### src/rtl/vgacpu_pkg.sv
// Shared framebuffer geometry and types for the VGA/CPU video subsystem.
package vgacpu_pkg;

  localparam int FB_WIDTH   = 214;
  localparam int FB_HEIGHT  = 160;
  localparam int FB_WORDS   = FB_WIDTH * FB_HEIGHT;
  localparam int FB_A_WIDTH = 16;
  localparam int PIXEL_W    = 3;

  typedef logic [PIXEL_W-1:0] pixel_t;

  typedef enum logic {
    ARB_IDLE  = 1'b0,
    ARB_CLEAR = 1'b1
  } arb_state_t;

endpackage

### src/rtl/fb_write_arbiter.sv
// Framebuffer port-B write arbiter: round-robin between rasterizer and CPU,
// plus a full-screen fill engine that owns the port while clearing.
module fb_write_arbiter #(
  parameter int FB_WORDS = vgacpu_pkg::FB_WORDS,
  parameter int A_WIDTH  = vgacpu_pkg::FB_A_WIDTH,
  parameter int D_WIDTH  = vgacpu_pkg::PIXEL_W
) (
  input  logic               clk,
  input  logic               n_rst_async,
  input  logic               gpu_req,
  input  logic [A_WIDTH-1:0] gpu_addr,
  input  logic [D_WIDTH-1:0] gpu_pixel,
  output logic               gpu_gnt,
  input  logic               cpu_req,
  input  logic [A_WIDTH-1:0] cpu_addr,
  input  logic [D_WIDTH-1:0] cpu_pixel,
  output logic               cpu_gnt,
  input  logic               clear_start,
  input  logic [D_WIDTH-1:0] clear_colour,
  output logic               clear_busy,
  output logic               clear_done,
  output logic [A_WIDTH-1:0] fb_addr,
  output logic               fb_write_en,
  output logic [D_WIDTH-1:0] fb_pixel
);

  import vgacpu_pkg::*;

  localparam logic [A_WIDTH:0]   WORDS_EXT = (A_WIDTH+1)'(FB_WORDS);
  localparam logic [A_WIDTH-1:0] LAST_ADDR = A_WIDTH'(FB_WORDS - 1);

  arb_state_t         state;
  logic [1:0]         rst_sync;
  logic               rst_n;
  logic               cpu_last;
  logic [A_WIDTH-1:0] fill_count;
  logic [D_WIDTH-1:0] fill_colour;
  logic               gpu_in_range;
  logic               cpu_in_range;

  // Reset asserts immediately but releases only after two clean clock edges.
  always_ff @(posedge clk or negedge n_rst_async) begin
    if (!n_rst_async) rst_sync <= 2'b00;
    else              rst_sync <= {rst_sync[0], 1'b1};
  end

  assign rst_n = rst_sync[1];

  assign gpu_in_range = ({1'b0, gpu_addr} < WORDS_EXT);
  assign cpu_in_range = ({1'b0, cpu_addr} < WORDS_EXT);

  // On contention the side that did not win last time gets the port.
  always_comb begin
    gpu_gnt = 1'b0;
    cpu_gnt = 1'b0;
    if (rst_n && state == ARB_IDLE) begin
      if (gpu_req && cpu_req) begin
        gpu_gnt = cpu_last;
        cpu_gnt = !cpu_last;
      end else begin
        gpu_gnt = gpu_req;
        cpu_gnt = cpu_req;
      end
    end
  end

  always_ff @(posedge clk or negedge rst_n) begin
    if (!rst_n) begin
      state       <= ARB_IDLE;
      fb_addr     <= '0;
      fb_pixel    <= '0;
      fb_write_en <= 1'b0;
      clear_busy  <= 1'b0;
      clear_done  <= 1'b0;
      cpu_last    <= 1'b1;
      fill_count  <= '0;
      fill_colour <= '0;
    end else begin
      fb_write_en <= 1'b0;
      case (state)
        ARB_IDLE: begin
          if (gpu_gnt) begin
            cpu_last <= 1'b0;
            if (gpu_in_range) begin
              fb_addr     <= gpu_addr;
              fb_pixel    <= gpu_pixel;
              fb_write_en <= 1'b1;
            end
          end else if (cpu_gnt) begin
            cpu_last <= 1'b1;
            if (cpu_in_range) begin
              fb_addr     <= cpu_addr;
              fb_pixel    <= cpu_pixel;
              fb_write_en <= 1'b1;
            end
          end
          if (clear_start) begin
            state       <= ARB_CLEAR;
            fill_colour <= clear_colour;
            fill_count  <= '0;
            clear_busy  <= 1'b1;
          end
        end

        // The done pulse is shown alongside the last address; the cycle after it we hand the port back.
        ARB_CLEAR: begin
          if (clear_done) begin
            state      <= ARB_IDLE;
            clear_busy <= 1'b0;
            clear_done <= 1'b0;
          end else begin
            fb_addr     <= fill_count;
            fb_pixel    <= fill_colour;
            fb_write_en <= 1'b1;
            if (fill_count == LAST_ADDR) clear_done <= 1'b1;
            else                         fill_count <= fill_count + A_WIDTH'(1);
          end
        end

        default: state <= ARB_IDLE;
      endcase
    end
  end

endmodule

### config.mk
export PLATFORM = sky130hd
export DESIGN_NAME = fb_write_arbiter
export DESIGN_NICKNAME = d
export VERILOG_FILES = /design/src/rtl/vgacpu_pkg.sv /design/src/rtl/fb_write_arbiter.sv
export SDC_FILE = /design/constraint.sdc
export NUM_CORES = 1
export LEC_CHECK = 0
export BUFFER_PORTS_ARGS = -buffer_cell sky130_fd_sc_hd__clkbuf_2
export CAP_MARGIN = 20
export CELL_PAD_IN_SITES_DETAIL_PLACEMENT = 1
export CELL_PAD_IN_SITES_GLOBAL_PLACEMENT = 2
export CORE_ASPECT_RATIO = 0.75
export CORE_MARGIN = 2
export CORE_UTILIZATION = 30
export CTS_CLUSTER_DIAMETER = 120
export DETAILED_ROUTE_END_ITERATION = 10
export PLACE_DENSITY_LB_ADDON = 0.12
export SYNTH_ARGS = -nofsm -noshare
export SYNTH_HDL_FRONTEND = slang
export SYNTH_SLANG_ARGS = --single-unit
### constraint.sdc
create_clock -name clk -period 2.01 [get_ports clk]
set_input_delay 0.201 -clock clk [delete_from_list [all_inputs] [get_ports clk]]
set_output_delay 0.201 -clock clk [all_outputs]
set_load 0.03 [all_outputs]
== Yosys cells after proc, flatten, opt, wreduce, memory -nomap -nowiden ==
Cells that the tools add are included.

* Register bits after elaboration: 45
* Word-level logic and storage cells: 66
* Output and inout port bits: 24
* Input port bits: 46

* Bitwise operators: 1
* Equal/unequal tests: 8
* Reduce and logical (&&, ||, !) cells: 9
* Multiplexer cells: 35
* Add/subtract/negate cells: 1
* Magnitude comparators: 2

{| class="wikitable"
|+ Operators with widths
! cell !! count
|-
| 16-bit two-way mux || 8
|-
| 16-bit case mux with 2 select lines || 2
|-
| 16-bit less-than comparator (second input constant) || 2
|-
| 16-bit by 1-bit adder with 16-bit output (second input constant) || 1
|-
| 16-bit equality test (second input constant) || 1
|-
| 1-bit two-way mux || 16
|-
| 3-bit two-way mux || 5
|-
| 3-bit inequality test (second input constant) || 3
|-
| 2-bit inequality test (second input constant) || 4
|-
| 1-bit case mux with 2 select lines || 3
|-
| 3-bit case mux with 2 select lines || 1
|-
| 2-bit AND reduction || 3
|-
| 4-bit AND reduction || 1
|-
| 3-bit AND reduction || 1
|-
| 1-bit logical AND || 2
|-
| 2-bit nonzero test || 1
|-
| 1-bit logical NOT || 1
|-
| 1-bit inverter || 1
|}

== Depth between registers and ports, before layout ==
Gate-level depths: netlist (run 1).

* Word-level depth: 6
* Depth in mapped cells: 7

== Least setup slack after synthesis (run 1) ==
Ideal clock, no wire load.

* Kind: register to register
* Start point: register rst_sync[1]
* End point: register fb_addr[15]
* Path buffers: 1
* Period minus slack after synthesis: 2,921 ps
* Path slack: -911 ps
* Arrival: 2,794 ps
* Cell stages (with the launch flop): 8
* Data required time: 1,882 ps
* Cells stage by stage: dfrtp_1 -> nor2b_4 -> nand3_2 -> inv_1 -> a32oi_1 -> and2_1 -> buf_4 -> mux2_1

* Longest elaborated chain between the ends: 4

{| class="wikitable"
|+ RTL lines
! what !! line !! RTL
|-
| start: declaration || fb_write_arbiter.sv:33 || <nowiki>logic [1:0] rst_sync;</nowiki>
|-
| start signal: assignment || fb_write_arbiter.sv:44 || <nowiki>else rst_sync <= {rst_sync[0], 1'b1};</nowiki>
|-
| 1-bit logical AND * || fb_write_arbiter.sv:56 || <nowiki>if (rst_n && state == ARB_IDLE) begin</nowiki>
|-
| 1-bit two-way mux * || fb_write_arbiter.sv:56 ||
|-
| net gpu_gnt || fb_write_arbiter.sv:13 || <nowiki>output logic gpu_gnt,</nowiki>
|-
| 3-bit inequality test (no source line) / 16-bit two-way mux (equally long branches) || -- ||
|-
| 4-bit AND reduction (no source line) / 16-bit case mux with 2 select lines (equally long branches) || -- ||
|-
| end signal: assignment || fb_write_arbiter.sv:85 || <nowiki>fb_addr <= gpu_addr;</nowiki>
|-
| end signal: assignment || fb_write_arbiter.sv:92 || <nowiki>fb_addr <= cpu_addr;</nowiki>
|-
| end signal: assignment || fb_write_arbiter.sv:112 || <nowiki>fb_addr <= fill_count;</nowiki>
|-
| end: declaration || fb_write_arbiter.sv:22 || <nowiki>output logic [A_WIDTH-1:0] fb_addr,</nowiki>
|}

The timed path passes the listed nets; every way through them passes the cells marked *.
A chain may end at the register's enable or synchronous reset.

== Worst setup path in the final report (run 1) ==
* Start point: register cpu_last
* End point: register fb_addr[10]

* Longest elaborated chain between the ends: 5

{| class="wikitable"
|+ RTL lines
! what !! line !! RTL
|-
| start: declaration || fb_write_arbiter.sv:35 || <nowiki>logic cpu_last;</nowiki>
|-
| start signal: assignment || fb_write_arbiter.sv:75 || <nowiki>cpu_last <= 1'b1;</nowiki>
|-
| start signal: assignment || fb_write_arbiter.sv:83 || <nowiki>cpu_last <= 1'b0;</nowiki>
|-
| start signal: assignment || fb_write_arbiter.sv:90 || <nowiki>cpu_last <= 1'b1;</nowiki>
|-
| 1-bit logical NOT || fb_write_arbiter.sv:59 || <nowiki>cpu_gnt = !cpu_last;</nowiki>
|-
| 1-bit two-way mux || fb_write_arbiter.sv:57 || <nowiki>if (gpu_req && cpu_req) begin</nowiki>
|-
| 1-bit two-way mux || fb_write_arbiter.sv:56 ||
|-
| 3-bit inequality test (no source line) || -- ||
|-
| 4-bit AND reduction (no source line) || -- ||
|}

Several ways; a longest one is shown, not always the timed one.

==> results_tabular.tex, run 1 <==
\begin{tabular}{lr}
\hline
Metric & Value \\
\hline
\multicolumn{2}{l}{\textbf{Outcome}} \\
\quad Outcome & finished clean \\
\multicolumn{2}{l}{\textbf{GRT}} \\
\quad Total congestion overflow after global routing & 0 \\
\quad Wire length of the first global-routing pass & $\sim$12000 um \\
\quad Antenna violations before repair & 0 \\
\quad Maximum number of pins on one net before global-route repair & between 40 and 50 \\
\quad Via count of the first global-routing pass & $\sim$2100 \\
\quad GR Util All Layers & 0.156 \\
\multicolumn{2}{l}{\textbf{Clock network}} \\
\quad Latest clock arrival within the worst-skew pair & between 0.2 and 0.3 ns \\
\quad CTS Buf Count & 5 \\
\quad Clock-pin slew of the registers on the worst-case setup and hold paths & about 0.060 ns \\
\quad Clock Tree Root & sky130\_fd\_sc\_hd\_\_clkbuf\_16 \\
\quad Number of buffers inserted to repair setup after CTS & 0 \\
\quad Sink count of the clock tree & 45 \\
\quad CTS tree & built \\
\quad Buffer levels on the longest clock path & 2 \\
\quad CTS H-tree depth & 2 \\
\multicolumn{2}{l}{\textbf{Timing}} \\
\quad Peak clock frequency supported by timing & $\sim$520 MHz \\
\quad Transition time at the pin with the least slew margin & 0.576 ns \\
\quad Endpoints failing hold & 0 \\
\quad Final setup margin & just over 0.07 ns \\
\quad Total of endpoints with negative setup slack in the final report & 0 \\
\quad Worst clock skew on the final layout & approximately 0.0054 ns \\
\quad Unrepaired setup endpoints after global routing & no \\
\quad Clock period minus final worst setup slack & just under 2 ns \\
\quad Worst rel slew slack & 0.616 \\
\quad Post-route clock period utilization & 0.965 \\
\quad Max-slew violation count & 0 \\
\multicolumn{2}{l}{\textbf{Power and ir drop}} \\
\quad Leakage dissipation & around 1.7 nW \\
\quad Worst supply voltage drop on vdd & 0.000367 V \\
\quad Power per cell area & 754 nW/um2 \\
\multicolumn{2}{l}{\textbf{Floorplanning}} \\
\quad Top-level I/O count & 70 \\
\quad Starting density of the core & 0.308 \\
\quad Core Region & about 8400 um2 \\
\quad DIE AREA & between 9000 and 10000 um2 \\
\quad Core Rows & 29 \\
\quad Die Height & about 84 um \\
\quad Width of the chip & 111 um \\
\multicolumn{2}{l}{\textbf{Worst setup path}} \\
\quad Cells along the critical path & nand2b\_1, nand3\_4, buf\_12, mux2\_4, mux2\_2, mux2\_4 \\
\quad Maximum net fanout on the critical path & 12 \\
\quad CP max stage cell & sky130\_fd\_sc\_hd\_\_dfstp\_2 \\
\quad Crit path arrival time & approximately 2.1 ns \\
\quad Most frequent CP cell & sky130\_fd\_sc\_hd\_\_mux2\_4 \\
\quad Count of buffering cells on the critical path with inverters included & 1 \\
\quad Top cell family by delay on the critical path & multiplexers \\
\quad Critical Path Source Type & flop \\
\quad Crit path kind & reg -> reg \\
\quad Required arrival time at the worst endpoint & 2.18 ns \\
\quad Critical path's largest stage delay & 0.55 ns \\
\quad Element type at the critical path end & flop \\
\multicolumn{2}{l}{\textbf{Synthesis}} \\
\quad Cell variety after synth & 46 \\
\quad Share of the synthesized area in compound gates (AO/OA/AOI/OAI) & 0.0850 \\
\quad Synth warn & 0 \\
\quad Post-synthesis share of cell area spent on full adders, half adders and majority gates & 0.00483 \\
\quad Async set-or-reset flop fraction in the synthesized netlist & 1.00 \\
\quad Number of flip-flops and latches in the synthesized netlist & 45 \\
\quad Largest family of logic cells by synthesized area & multiplexers \\
\quad Mapped cell area & approximately 2600 um2 \\
\quad Syn nets & 272 \\
\quad Multiplexer area fraction after synthesis & 0.245 \\
\quad Primary FF master, synth & sky130\_fd\_sc\_hd\_\_dfrtp\_1 \\
\quad Number of enable-type register cells in the synthesized netlist & 0 \\
\quad XOR/XNOR Fraction of Synth Area & 0.0270 \\
\quad Post-Synthesis Cells & approximately 230 \\
\quad Part of the Yosys area used for sequential elements & 0.435 \\
\quad Mapped Avg Cell Area & between 10 and 15 um2 \\
\quad Simple logic cell fraction of the synthesized area & 0.164 \\
\multicolumn{2}{l}{\textbf{Place}} \\
\quad Final GP Congestion & between 0.7 and 0.8 \\
\quad PortBufs & 69 \\
\quad HPWL reported at the end of detailed placement & $\sim$5400 um \\
\quad Worst setup slack after placement & approximately 0.08 ns \\
\multicolumn{2}{l}{\textbf{Routing}} \\
\quad DRC violations left & 0 \\
\quad Number of detailed-route iterations in the first pass & 4 \\
\quad Vias post-DR & $\sim$2100 \\
\quad Routed wire length per instance & between 15 and 20 um \\
\quad Count of nets left with antenna violations after detail routing & 0 \\
\quad Detailed-route vias per instance & between 4 and 5 \\
\quad Wirelength, routed & 6970 um \\
\quad Count of routing violations after the opening detailed-route iteration & 45 \\
\multicolumn{2}{l}{\textbf{Finish}} \\
\quad Relative area change from synthesis to final layout & 34.2\% \\
\quad Number of nets in the layout & 360 \\
\quad Antenna diodes & 0 \\
\quad Post-Route Utilization & 0.413 \\
\quad Combined flip-flop and latch cell area & between 1000 and 1500 um2 \\
\quad Ratio of cells with drive above 1 in the final layout & 0.540 \\
\quad Filler cell count in the final layout & between 900 and 1000 \\
\quad Area occupied by multi-input gates & $\sim$1500 um2 \\
\multicolumn{2}{l}{\textbf{Hold path}} \\
\quad Type of the worst min-delay path & in -> reg \\
\multicolumn{2}{l}{\textbf{Run}} \\
\quad Max-cap violations & 0 \\
\hline
\end{tabular}
==> final cells by class <==
type                    instances  share of cell area
clock buffers                   5              0.0360
inverters                       5             0.00648
repair buffers                 91               0.162
well taps                     108              0.0389
multi-input cells             165               0.421
flip-flops and latches         45               0.325
clock inverters                 2              0.0101
==> synthesized netlist by cell type, types with 2 or more instances <==
| master | count | area share |
|---|---|---|
| sky130_fd_sc_hd__a21oi_1 | 7 | 0.014 |
| sky130_fd_sc_hd__a21oi_2 | 3 | 0.010 |
| sky130_fd_sc_hd__buf_4 | 2 | 0.0058 |
| sky130_fd_sc_hd__buf_6 | 3 | 0.013 |
| sky130_fd_sc_hd__clkbuf_1 | 4 | 0.0058 |
| sky130_fd_sc_hd__dfrtp_1 | 44 | 0.42 |
| sky130_fd_sc_hd__inv_1 | 5 | 0.0072 |
| sky130_fd_sc_hd__mux2_2 | 34 | 0.15 |
| sky130_fd_sc_hd__mux2_4 | 16 | 0.093 |
| sky130_fd_sc_hd__nand2_1 | 23 | 0.033 |
| sky130_fd_sc_hd__nand2b_1 | 3 | 0.0072 |
| sky130_fd_sc_hd__nand2b_4 | 2 | 0.011 |
| sky130_fd_sc_hd__nand3_1 | 10 | 0.019 |
| sky130_fd_sc_hd__nand4_1 | 6 | 0.014 |
| sky130_fd_sc_hd__nor2_1 | 12 | 0.017 |
| sky130_fd_sc_hd__nor2b_1 | 3 | 0.0072 |
| sky130_fd_sc_hd__nor4_1 | 2 | 0.0048 |
| sky130_fd_sc_hd__o2111ai_1 | 2 | 0.0068 |
| sky130_fd_sc_hd__o21ai_0 | 6 | 0.012 |
| sky130_fd_sc_hd__o21ai_1 | 4 | 0.0077 |
| sky130_fd_sc_hd__or3_2 | 3 | 0.0087 |
| sky130_fd_sc_hd__xor2_1 | 7 | 0.024 |
==> metal layers <==
metal	wire (um)	track usage
met5	0	0
met2	2850	0.213
met4	73	0.0438
met3	301	0.0383
met1	3740	0.242
==> registers in the layout, summed over array words and instances (netlist names) <==
name / cells
clear_busy: 1
clear_done: 1
cpu_last: 1
fb_addr: 16
fb_pixel: 3
fb_write_en: 1
fill_colour: 3
fill_count: 16
rst_sync: 2
state: 1
==> worst reg2reg max path, delay by kind of cell, from the launching register on <==
| family | cells | cell delay [ns] |
|---|---|---|
| simple gates | 2 | 0.28 |
| buf+inv | 1 | 0.18 |
| flops | 1 | 0.55 |
| mux | 3 | 0.81 |
==> report_power, final <==
part	switching (mW)	total [mW]	internal (mW)	leakage (nW)
clock	0.341	0.919	0.577	0.0797
combinational	0.302	0.569	0.267	1.08
sequential	0.116	1.13	1.02	0.560
==> per-stage QoR <==
stage / cells / area (um2) / hold slack [ns] / setup TNS [ns] / power, mW
6_report: 421 / 3480 / 0.106 / 0 / 2.62
5_1_grt: 421 / 3480 / 0.115 / 0 / 2.76
4_1_cts: 421 / 3460 / 0.101 / 0 / 2.66
3_5_place_dp: 413 / 3290 / -0.00897 / 0 / 1.71
3_3_place_gp: 413 / 3290 / -0.0124 / 0 / 1.71
2_1_floorplan: 225 / 2690 / -0.0946 / -2.54 / 1.49
==> cell families (layout without fill, tap and decap cells) <==
family,count (synthesis),count (layout)
AOI/OAI and AO/OA,29,29
xor gates and xnor gates,8,8
adders and majority gates,1,1
buffers and inverters,15,103
DFF,45,45
muxes,51,51
other,1,1
and+or+nand+nor,75,75
==> repair_timing <==
| action | 4_1_cts | 5_1_grt |
|---|---|---|
| hold endpoints to repair | 2 | 0 |
| hold buffers | 1 | 0 |
| resized for setup | 0 | 2 |
| setup endpoints to repair | 0 | 2 |
==> worst paths after layout <==
kind                                  startpoint                         end  slack [ns]  cells after the start
setup reg to reg            cpu_last$_DFFE_PN1P_     fb_addr[10]$_DFFE_PN0P_        0.07                      6
hold / removal                   clear_colour[2]  fill_colour[2]$_DFFE_PN0P_        0.11                      3
min in group asynchronous            n_rst_async       rst_sync[1]$_DFF_PN0_        0.23                      2
hold reg to reg            rst_sync[0]$_DFF_PN0_       rst_sync[1]$_DFF_PN0_        0.35                      0
setup / recovery            cpu_last$_DFFE_PN1P_     fb_addr[10]$_DFFE_PN0P_        0.07                      6
max in group asynchronous  rst_sync[1]$_DFF_PN0_   fill_count[6]$_DFFE_PN0P_        1.19                      1
==> cells in the final DEF, fill, tap and decap left out, types with 2 or more instances in the layout <==
cell type,instances
sky130_fd_sc_hd__nand2_1,23
sky130_fd_sc_hd__nand3_1,9
sky130_fd_sc_hd__or3_2,3
sky130_fd_sc_hd__mux2_2,18
sky130_fd_sc_hd__a21oi_1,7
sky130_fd_sc_hd__nand2b_4,2
sky130_fd_sc_hd__nor4_1,2
sky130_fd_sc_hd__buf_4,17
sky130_fd_sc_hd__nand4_1,6
sky130_fd_sc_hd__inv_1,4
sky130_fd_sc_hd__o2111ai_1,2
sky130_fd_sc_hd__dfrtp_1,43
sky130_fd_sc_hd__nor2_1,12
sky130_fd_sc_hd__o21ai_1,4
sky130_fd_sc_hd__mux2_4,33
sky130_fd_sc_hd__nor2b_1,3
sky130_fd_sc_hd__a2111oi_4,2
sky130_fd_sc_hd__nand2b_1,3
sky130_fd_sc_hd__clkbuf_2,69
sky130_fd_sc_hd__clkbuf_16,5
sky130_fd_sc_hd__xor2_1,7
sky130_fd_sc_hd__buf_12,4
sky130_fd_sc_hd__a21oi_2,3
sky130_fd_sc_hd__o21ai_0,6
Power figures use the tool's default switching activity.
==> run 2, diff against run 1 <==
Settings changed: MAX_ROUTING_LAYER set to met4, PLACE_DENSITY set to 0.76, PLACE_DENSITY_LB_ADDON 0.12 to unset.
==> run 2 against run 1 <==
Against the previous run: via count decreased by 2.0%; final cell count decreased by 1.7%; sequential cell count unchanged; setup slack improved by 0.012 ns; sequential power about the same; largest cell class unchanged; highest routed layer unchanged; clock-buffer cell count increased by 1; fmax increased by 0.63%; non-clock buffer count decreased by 8; cell area decreased by 2.2%.
==> results_tabular.tex, run 2 (same netlist as run 1, synthesis figures left out) <==
\begin{tabular}{lr}
\hline
Metric & Value \\
\hline
\multicolumn{2}{l}{\textbf{Outcome}} \\
\quad Outcome & finished clean (unchanged) \\
\multicolumn{2}{l}{\textbf{Worst setup path}} \\
\quad Most frequent CP cell & sky130\_fd\_sc\_hd\_\_mux2\_4 (unchanged) \\
\quad Count of buffering cells on the critical path with inverters included & 1 (unchanged) \\
\quad Crit path arrival time & 2.10 ns (was 2.11 ns) \\
\quad Critical path's largest stage delay & 0.55 ns (about the same) \\
\quad Critical Path Source Type & flop (unchanged) \\
\quad Required arrival time at the worst endpoint & 2.19 ns (was 2.18 ns) \\
\quad Cells along the critical path & nand2b\_1, nand3\_4, buf\_6, mux2\_4, mux2\_2, mux2\_4 (was nand2b\_1, nand3\_4, buf\_12, mux2\_4, mux2\_2, mux2\_4) \\
\quad Crit path kind & reg -> reg (unchanged) \\
\quad CP max stage cell & sky130\_fd\_sc\_hd\_\_dfstp\_2 (unchanged) \\
\quad Maximum net fanout on the critical path & 10 (was 12) \\
\quad Element type at the critical path end & flop (unchanged) \\
\quad Top cell family by delay on the critical path & multiplexers (unchanged) \\
\multicolumn{2}{l}{\textbf{Clock network}} \\
\quad Clock-pin slew of the registers on the worst-case setup and hold paths & 0.07 ns (was 0.06 ns) \\
\quad CTS H-tree depth & 2 (unchanged) \\
\quad CTS tree & built (unchanged) \\
\quad Clock Tree Root & sky130\_fd\_sc\_hd\_\_clkbuf\_16 (unchanged) \\
\quad Latest clock arrival within the worst-skew pair & 0.29 ns (about the same) \\
\quad CTS Buf Count & 5 (unchanged) \\
\quad Sink count of the clock tree & 45 (unchanged) \\
\quad Buffer levels on the longest clock path & 2 (unchanged) \\
\multicolumn{2}{l}{\textbf{Timing}} \\
\quad Post-route clock period utilization & 0.958 (was 0.965) \\
\quad Final-layout setup total negative slack & 0 ns (unchanged) \\
\quad Transition time at the pin with the least slew margin & 0.592 ns (was 0.576 ns) \\
\quad Worst rel slew slack & 0.605 (was 0.616) \\
\quad Max-slew violation count & 0 (unchanged) \\
\quad Peak clock frequency supported by timing & 519 MHz (was 516 MHz) \\
\quad Endpoints failing hold & 0 (unchanged) \\
\quad Clock period minus final worst setup slack & 1.93 ns (was 1.94 ns) \\
\quad Worst clock skew on the final layout & 0.00830 ns (was 0.00539 ns) \\
\quad Total of endpoints with negative setup slack in the final report & 0 (unchanged) \\
\quad Min Hold Slack & 0.110 ns (was 0.106 ns) \\
\multicolumn{2}{l}{\textbf{Power and ir drop}} \\
\quad Power after layout & 2.56 mW (was 2.62 mW) \\
\quad Power per cell area & 753 nW/um2 (was 754 nW/um2) \\
\quad Worst supply voltage drop on vdd & 0.000613 V (was 0.000367 V) \\
\quad Leakage dissipation & 1.67 nW (was 1.72 nW) \\
\multicolumn{2}{l}{\textbf{Finish}} \\
\quad Number of nets in the layout & 352 (was 360) \\
\quad Antenna diodes & 0 (unchanged) \\
\quad Final cell count without fillers & 414 (was 421) \\
\quad Ratio of cells with drive above 1 in the final layout & 0.536 (was 0.540) \\
\quad Top flop regs & fb\_addr x16, fill\_count x16 (unchanged) \\
\quad Leading cell type in the layout, fill and taps excluded & sky130\_fd\_sc\_hd\_\_clkbuf\_2 (unchanged) \\
\quad Leading cell types in the layout, fill and taps excluded & sky130\_fd\_sc\_hd\_\_clkbuf\_2, sky130\_fd\_sc\_hd\_\_dfrtp\_1, sky130\_fd\_sc\_hd\_\_mux2\_4 (unchanged) \\
\quad Relative area change from synthesis to final layout & 31.3\% (was 34.2\%) \\
\multicolumn{2}{l}{\textbf{Routing}} \\
\quad Routed wire length per instance & 17.0 um (was 16.6 um) \\
\quad Vias post-DR & 2010 (was 2050) \\
\quad Detailed-route vias per instance & 4.86 (was 4.87) \\
\quad Number of detailed-route iterations in the first pass & 4 (unchanged) \\
\quad Count of nets left with antenna violations after detail routing & 0 (unchanged) \\
\quad Wirelength, routed & 7040 um (was 6970 um) \\
\quad DRC violations left & 0 (unchanged) \\
\quad Count of routing violations after the opening detailed-route iteration & 67 (was 45) \\
\multicolumn{2}{l}{\textbf{Place}} \\
\quad PortBufs & 69 (unchanged) \\
\quad Final GP Congestion & 0.822 (was 0.717) \\
\quad Cell Count Post-Placement & 404 (was 413) \\
\quad HPWL reported at the end of detailed placement & 5240 um (was 5370 um) \\
\multicolumn{2}{l}{\textbf{Floorplanning}} \\
\quad Die Height & 84.5 um (unchanged) \\
\quad Starting density of the core & 0.308 (unchanged) \\
\quad Core Region & 8420 um2 (unchanged) \\
\quad Top-level I/O count & 70 (unchanged) \\
\quad Width of the chip & 111 um (unchanged) \\
\quad Core Rows & 29 (unchanged) \\
\quad DIE AREA & 9400 um2 (unchanged) \\
\multicolumn{2}{l}{\textbf{GRT}} \\
\quad Antenna violations before repair & 0 (unchanged) \\
\quad Wire length of the first global-routing pass & 11500 um (was 11600 um) \\
\quad GR Util All Layers & 0.162 (was 0.156) \\
\quad Total congestion overflow after global routing & 0 (unchanged) \\
\quad Via count of the first global-routing pass & 2188 (was 2141) \\
\quad Maximum number of pins on one net before global-route repair & 44 (unchanged) \\
\multicolumn{2}{l}{\textbf{Hold path}} \\
\quad Type of the worst min-delay path & in -> reg (unchanged) \\
\multicolumn{2}{l}{\textbf{Run}} \\
\quad Max-cap violations & 0 (unchanged) \\
\hline
\end{tabular}
==> run 2: path summary, 6_finish.rpt <==
path	slack [ns]	to	cells after the start	startpoint
setup / recovery	0.08	fb_addr[6]$_DFFE_PN0P_	6	cpu_last$_DFFE_PN1P_
hold / removal	0.11	fill_colour[1]$_DFFE_PN0P_	3	clear_colour[1]
setup reg to reg	0.08	fb_addr[6]$_DFFE_PN0P_	6	cpu_last$_DFFE_PN1P_
hold reg to reg	0.35	rst_sync[1]$_DFF_PN0_	0	rst_sync[0]$_DFF_PN0_
max in group asynchronous	1.16	state$_DFF_PN0_	1	rst_sync[1]$_DFF_PN0_
min in group asynchronous	0.22	rst_sync[0]$_DFF_PN0_	2	n_rst_async
==> run 2: area by class of cell <==
| type | instances | area [um2] |
|---|---|---|
| Fill cell | 934 | 5020 |
| Clock inverter | 2 | 13.8 |
| Tap cell | 108 | 135 |
| Inverter | 5 | 22.5 |
| Timing Repair Buffer | 83 | 494 |
| Multi-Input combinational cell | 165 | 1470 |
| Sequential cell | 45 | 1130 |
| Clock buffer | 6 | 139 |
==> run 2: timing repair <==
| item | 4_1_cts | 5_1_grt |
|---|---|---|
| hold buffers | 1 | 0 |
| endpoints found under the hold margin | 2 | 0 |
| endpoints found under the setup margin | 0 | 14 |
| resized for setup | 0 | 5 |
| setup buffers | 0 | 1 |
==> run 2: worst reg2reg max path: stages, from the launching register on <==
cell,delay (ns)
sky130_fd_sc_hd__dfstp_2,0.55
sky130_fd_sc_hd__nand2b_1,0.15
sky130_fd_sc_hd__nand3_4,0.12
sky130_fd_sc_hd__buf_6,0.18
sky130_fd_sc_hd__mux2_4,0.30
sky130_fd_sc_hd__mux2_2,0.27
sky130_fd_sc_hd__mux2_4,0.25
==> run 2: power by group <==
part           switching (mW)  internal [mW]  total [mW]
combinational           0.298          0.265       0.563
sequential              0.119           1.02        1.14
clock                   0.365          0.495       0.861
total                   0.783           1.78        2.56
==> run 2: routing by layer <==
layer | GRT usage | vias to the layer above | part of all wire
met5 | - | - | 0
met4 | 0.0382 | 0 | 0.0097
met3 | 0.0339 | 8 | 0.039
met2 | 0.234 | 52 | 0.43
met1 | 0.232 | 984 | 0.52
li1 | - | 966 | -
==> run 2: metrics by stage <==
stage	cell area, um2	worst slack (ns)	utilization
floorplan	2690	-0.151	-
detailed placement	3210	0.0345	0.381
finish	3400	0.0834	0.404
global route	3400	-0.00551	0.404
global placement	3210	0.0510	0.381
CTS	3370	0.0205	0.401
